### src/rtl/pipeline_stall_ctrl.sv
// Pipeline stall/flush sequencer: per-stage enables and bubbles from load-use,
// EX redirect and data-memory wait hazards, with a memory timeout and perf counters.
module pipeline_stall_ctrl #(
    parameter int MEM_TIMEOUT = 16,
    parameter int CNT_W       = 32
) (
    input  logic             clk,
    input  logic             rst,
    input  logic [4:0]       id_rs1,
    input  logic [4:0]       id_rs2,
    input  logic             id_use_rs1,
    input  logic             id_use_rs2,
    input  logic             ex_mem_read,
    input  logic [4:0]       ex_rd,
    input  logic             ex_redirect,
    input  logic             mem_req,
    input  logic             dmem_ready,
    output logic             pc_en,
    output logic             if_id_en,
    output logic             if_id_flush,
    output logic             id_ex_en,
    output logic             id_ex_flush,
    output logic             ex_mem_en,
    output logic             mem_wb_en,
    output logic             mem_wb_flush,
    output logic             redirect_take,
    output logic             mem_fault,
    output logic [CNT_W-1:0] stall_cnt,
    output logic [CNT_W-1:0] flush_cnt
);
    localparam int                WAIT_W    = $clog2(MEM_TIMEOUT);
    localparam logic [WAIT_W-1:0] WAIT_LAST = WAIT_W'(MEM_TIMEOUT - 1);

    typedef enum logic [0:0] {
        RUN       = 1'b0,
        DMEM_WAIT = 1'b1
    } state_t;

    state_t            state_r;
    logic [WAIT_W-1:0] wait_cnt_r;
    logic              mem_fault_r;
    logic [CNT_W-1:0]  stall_cnt_r;
    logic [CNT_W-1:0]  flush_cnt_r;

    logic rs1_hit_s;
    logic rs2_hit_s;
    logic luse_s;
    logic abort_s;
    logic mstall_s;
    logic stall_ev_s;

    // Hazard detection from current ID/EX/MEM inputs and wait state
    always_comb begin
        rs1_hit_s  = id_use_rs1 && (id_rs1 == ex_rd);
        rs2_hit_s  = id_use_rs2 && (id_rs2 == ex_rd);
        luse_s     = ex_mem_read && (ex_rd != 5'd0) && (rs1_hit_s || rs2_hit_s);
        abort_s    = (state_r == DMEM_WAIT) && (wait_cnt_r == WAIT_LAST) && !dmem_ready;
        mstall_s   = mem_req && !dmem_ready && !abort_s;
        stall_ev_s = mstall_s || (luse_s && !ex_redirect);
    end

    // Per-stage enable/flush selection; memory stall outranks redirect, which outranks load-use
    always_comb begin
        pc_en         = 1'b1;
        if_id_en      = 1'b1;
        if_id_flush   = 1'b0;
        id_ex_en      = 1'b1;
        id_ex_flush   = 1'b0;
        ex_mem_en     = 1'b1;
        mem_wb_en     = 1'b1;
        mem_wb_flush  = abort_s;
        redirect_take = 1'b0;
        if (rst) begin
            pc_en        = 1'b0;
            if_id_en     = 1'b0;
            if_id_flush  = 1'b1;
            id_ex_en     = 1'b0;
            id_ex_flush  = 1'b1;
            ex_mem_en    = 1'b0;
            mem_wb_en    = 1'b0;
            mem_wb_flush = 1'b1;
        end else if (mstall_s) begin
            // Redirect stays pending: the frozen EX stage keeps presenting it
            pc_en        = 1'b0;
            if_id_en     = 1'b0;
            id_ex_en     = 1'b0;
            ex_mem_en    = 1'b0;
            mem_wb_flush = 1'b1;
        end else if (ex_redirect) begin
            redirect_take = 1'b1;
            if_id_flush   = 1'b1;
            id_ex_flush   = 1'b1;
        end else if (luse_s) begin
            pc_en       = 1'b0;
            if_id_en    = 1'b0;
            id_ex_flush = 1'b1;
        end else begin
            redirect_take = 1'b0;
        end
    end

    // Memory-wait FSM with timeout abort and one-cycle fault pulse
    always_ff @(posedge clk) begin
        if (rst) begin
            state_r     <= RUN;
            wait_cnt_r  <= '0;
            mem_fault_r <= 1'b0;
        end else begin
            mem_fault_r <= 1'b0;
            case (state_r)
                RUN: begin
                    if (mem_req && !dmem_ready) begin
                        state_r    <= DMEM_WAIT;
                        wait_cnt_r <= WAIT_W'(1);
                    end else begin
                        state_r    <= RUN;
                        wait_cnt_r <= '0;
                    end
                end
                DMEM_WAIT: begin
                    if (dmem_ready) begin
                        state_r    <= RUN;
                        wait_cnt_r <= '0;
                    end else if (abort_s) begin
                        state_r     <= RUN;
                        wait_cnt_r  <= '0;
                        mem_fault_r <= 1'b1;
                    end else begin
                        wait_cnt_r <= wait_cnt_r + WAIT_W'(1);
                    end
                end
                default: begin
                    state_r    <= RUN;
                    wait_cnt_r <= '0;
                end
            endcase
        end
    end

    // Stall and redirect-flush performance counters, wrapping naturally
    always_ff @(posedge clk) begin
        if (rst) begin
            stall_cnt_r <= '0;
            flush_cnt_r <= '0;
        end else begin
            if (stall_ev_s) begin
                stall_cnt_r <= stall_cnt_r + CNT_W'(1);
            end
            if (redirect_take) begin
                flush_cnt_r <= flush_cnt_r + CNT_W'(1);
            end
        end
    end

    assign mem_fault = mem_fault_r;
    assign stall_cnt = stall_cnt_r;
    assign flush_cnt = flush_cnt_r;

endmodule

### config.mk
export PLATFORM = sky130hd
export DESIGN_NAME = pipeline_stall_ctrl
export DESIGN_NICKNAME = d
export VERILOG_FILES = /design/src/rtl/pipeline_stall_ctrl.sv
export SDC_FILE = /design/constraint.sdc
export NUM_CORES = 1
export LEC_CHECK = 0
export ABC_AREA = 1
export BUFFER_PORTS_ARGS = -buffer_cell sky130_fd_sc_hd__buf_2
export CAP_MARGIN = 5
export CORE_MARGIN = 8
export CORE_UTILIZATION = 37
export DETAILED_ROUTE_END_ITERATION = 12
export SLEW_MARGIN = 20
export SYNTH_ARGS = -nofsm -noshare
export SYNTH_HDL_FRONTEND = slang
export SYNTH_SLANG_ARGS = --single-unit
### constraint.sdc
create_clock -name clk -period 2.7 [get_ports clk]
set_input_delay 0.675 -clock clk [delete_from_list [all_inputs] [get_ports clk]]
set_output_delay 0.675 -clock clk [all_outputs]
set_load 0.02 [all_outputs]
==> flow_summary_export.csv <==
group,metric,value,unit
floorplan,ios,97,
cts,cts.sinks,70,
global_routing,grt_pass1_wl,21.7,mm
power_and_ir_drop,cellPowerDensity,463,nW/um^2
drt,drtIter0Drc,308,
flow_run,maxCapViolCount,0,
sta,max_clock_freq,401,MHz
synthesis,synth_area,4300,sq um
sta,min_period,2.49,ns
power_and_ir_drop,p_total,2.44,mW
worst_setup_path,r2r_slack,0.61,ns
synthesis,synth_edf_count,0,
synthesis,synthDistinctLibCells,31,
cts,ctsRootBufferMaster,"clkbuf_16",
power_and_ir_drop,vdd_drop_max,0.306,mV
drt,remaining_drc_errors,0,
worst_setup_path,crit_path_start,"dmem_ready",
worst_setup_path,critPathKind,"primary input to primary output",
sta,worst_pin_slew,0.543,ns
worst_setup_path,max_stage_delay,0.19,ns
sta,setup_tns,0,ns
floorplan,die_h,124,um
sta,setup_viol,0,
global_routing,grt_max_degree,47,
finish,fin_util,0.463,
worst_setup_path,rr_worst_depth,10,
synthesis,synth-seq-area-share,0.326,
status,outcome,"complete, no violations",
finish,drive_gt1_frac,0.170,
worst_setup_path,path_depth,8,
worst_setup_path,arrival,1.82,ns
synthesis,async_flop_share,0,
sta,finalHoldViolations,0,
worst_setup_path,cpMaxStageDelayCell,"nor2_2",
worst_setup_path,critPathBufInv,4,
synthesis,ys_top_cells_by_area,"dfxtp_1 33%, nand2_1 20%, nor2_1 9.9%",
finish,nets,850,
drt,detail_route.first_pass.iterations,5,
floorplan,num_rows,39,
cts,clk_pin_slew_worst_paths,0.05,ns
drt,wl_per_cell,13.6,um
worst_setup_path,critical_path.top_delay_family,"buffers and inverters",
floorplan,core,11400,sq um
place,hpwlAfterDp,10.1,mm
cts,h-tree-depth,3,
place,dp.cells,953,
worst_setup_path,worstSetupStartpointType,"primary input",
global_routing,track_usage,0.177,
cts,hold_buffers,0,
synthesis,yosysMostFrequentCell,"nand2_1",
synthesis,synth_area_leader_cell,"dfxtp_1",
drt,wl,13.3,mm
synthesis,synth_fp_nets,747,
synthesis,netlist.area_leader.share,0.326,
sta,holdWs,0.490,ns
sta,drv_slew,0,
worst_setup_path,crit_end,"if_id_flush",
global_routing,grt_antenna_before_repair,0,
drt,via_per_inst,5.03,
synthesis,synth-main-ff-cell,"dfxtp_1",
synthesis,syn_area_per_cell,5.96,sq um
place,port_buffers,96,
finish,diodes,0,
sta,max-slew-margin-rel,0.635,
global_routing,grt_overflow,0,
drt,drt.antenna.violating_nets,0,
finish,area_delta_synth_final,22.4,%
cts,tritoncts,"yes",
sta,fin_skew,0.00627,ns
synthesis,yosysWarnings,0,
floorplan,die_w,124,um
sta,min_period_over_period,0.923,
drt,vias,4894,
worst_setup_path,rr_endpoint,"stall_cnt[28]$_SDFFE_PP0P_",
cts,cts.path.max_buffers,2,
worst_hold_path,whs_path_depth,1,
worst_setup_path,worstReg2RegStart,"stall_cnt[0]$_SDFFE_PP0P_",
power_and_ir_drop,p_leak,2.32,nW
sta,rsz0062_at_grt,"no",
cts,cts_buffers,9,
floorplan,die_area,15300,sq um
worst_hold_path,hp-class,"flop to flop",
finish,finalNonFillerCells,972,
global_routing,grt_pass1_vias,4529,
synthesis,netlist_top_cells_count,"229 x nand2_1, 113 x nor2_1, 82 x inv_1",
synthesis,syn_inst,721,
floorplan,start_util,0.378,
worst_setup_path,cp_cell_sequence,"buf_2 -> nor2_2 -> o21ai_4 -> nand2_2 -> clkinvlp_4 -> nor2_2 -> inv_1 -> buf_2",
synthesis,ys_seq_elements,70,
worst_setup_path,worstPathRequired,2.03,ns
worst_setup_path,crit_fanout,7,
worst_setup_path,end_kind,"primary output",
place,place.gp.congestion,0.923,
cts,clock_latency,0.34,ns
## area by class of cell
type	count	area, sq um
Fill cell	1216	6110
Multi-Input combinational cell	549	2480
Sequential cell	70	1400
Timing Repair Buffer	109	578
Inverter	85	323
Clock buffer	12	256
Tap cell	143	179
Clock inverter	4	45.0
## state kept, by name, indices dropped and copies added, names as in the netlist
register and cells:
wait_cnt_r 4, mem_fault 1, flush_cnt 32, stall_cnt 32, state_r 1
## kinds of logic after synthesis
logic type      count (synthesis)  share of synthesized area
compound gates                 68                     0.0844
xor+xnor                        8                     0.0163
fa+ha+maj                       3                    0.00873
buf+inv                       102                     0.0972
flops                          70                      0.326
simple gates                  470                      0.467
## power by group
part / leakage, nW / internal [mW] / total, mW / switching (mW)
registers: 0.564 / 1.04 / 1.05 / 0.00755
clock network: 0.152 / 0.761 / 1.21 / 0.449
logic: 1.60 / 0.0579 / 0.179 / 0.121
## stage by stage
| stage | worst slack [ns] | area (sq um) |
|---|---|---|
| after floorplan | 0.273 | 4300 |
| after global placement | 0.261 | 4930 |
| after detailed placement | 0.217 | 4930 |
| after CTS | 0.0583 | 5240 |
| after global routing | 0.0180 | 5260 |
| final | 0.209 | 5260 |
## how the worst min path moves through the flow
stage | start | end | slack [ns]
3_3_place_gp | flush_cnt[31]$_SDFFE_PP0P_ | flush_cnt[31]$_SDFFE_PP0P_ | 0.47
6_report | wait_cnt_r[0]$_SDFF_PP0_ | wait_cnt_r[0]$_SDFF_PP0_ | 0.49
3_5_place_dp | wait_cnt_r[0]$_SDFF_PP0_ | wait_cnt_r[0]$_SDFF_PP0_ | 0.49
2_1_floorplan | wait_cnt_r[0]$_SDFF_PP0_ | wait_cnt_r[0]$_SDFF_PP0_ | 0.45
4_1_cts | wait_cnt_r[0]$_SDFF_PP0_ | wait_cnt_r[0]$_SDFF_PP0_ | 0.50
5_1_grt | wait_cnt_r[3]$_SDFF_PP0_ | wait_cnt_r[3]$_SDFF_PP0_ | 0.54
## layout by cell type, fill, tap and decap left out, types with 6 or more instances in the layout
master,n
nand4_1,15
nor3_1,26
a21oi_1,38
nand3_1,63
buf_2,96
dfxtp_1,70
clkbuf_16,9
nor2_1,113
nand3b_1,8
nand2_1,229
xor2_1,7
inv_1,81
buf_4,13
o21ai_0,23
nor2_2,6
## timing repair
item,CTS,global route
setup endpoints to repair,0,2
resized for setup,0,1
setup buffers,0,3
## per-layer routing
layer,track usage,vias to the layer above,routed length (um)
met5,0,-,0
met4,0.0587,0,261
met3,0.0458,25,976
met2,0.289,148,6070
met1,0.222,2221,5950
li1,-,2500,-
No activity file was read; power rests on OpenSTA's default activity.
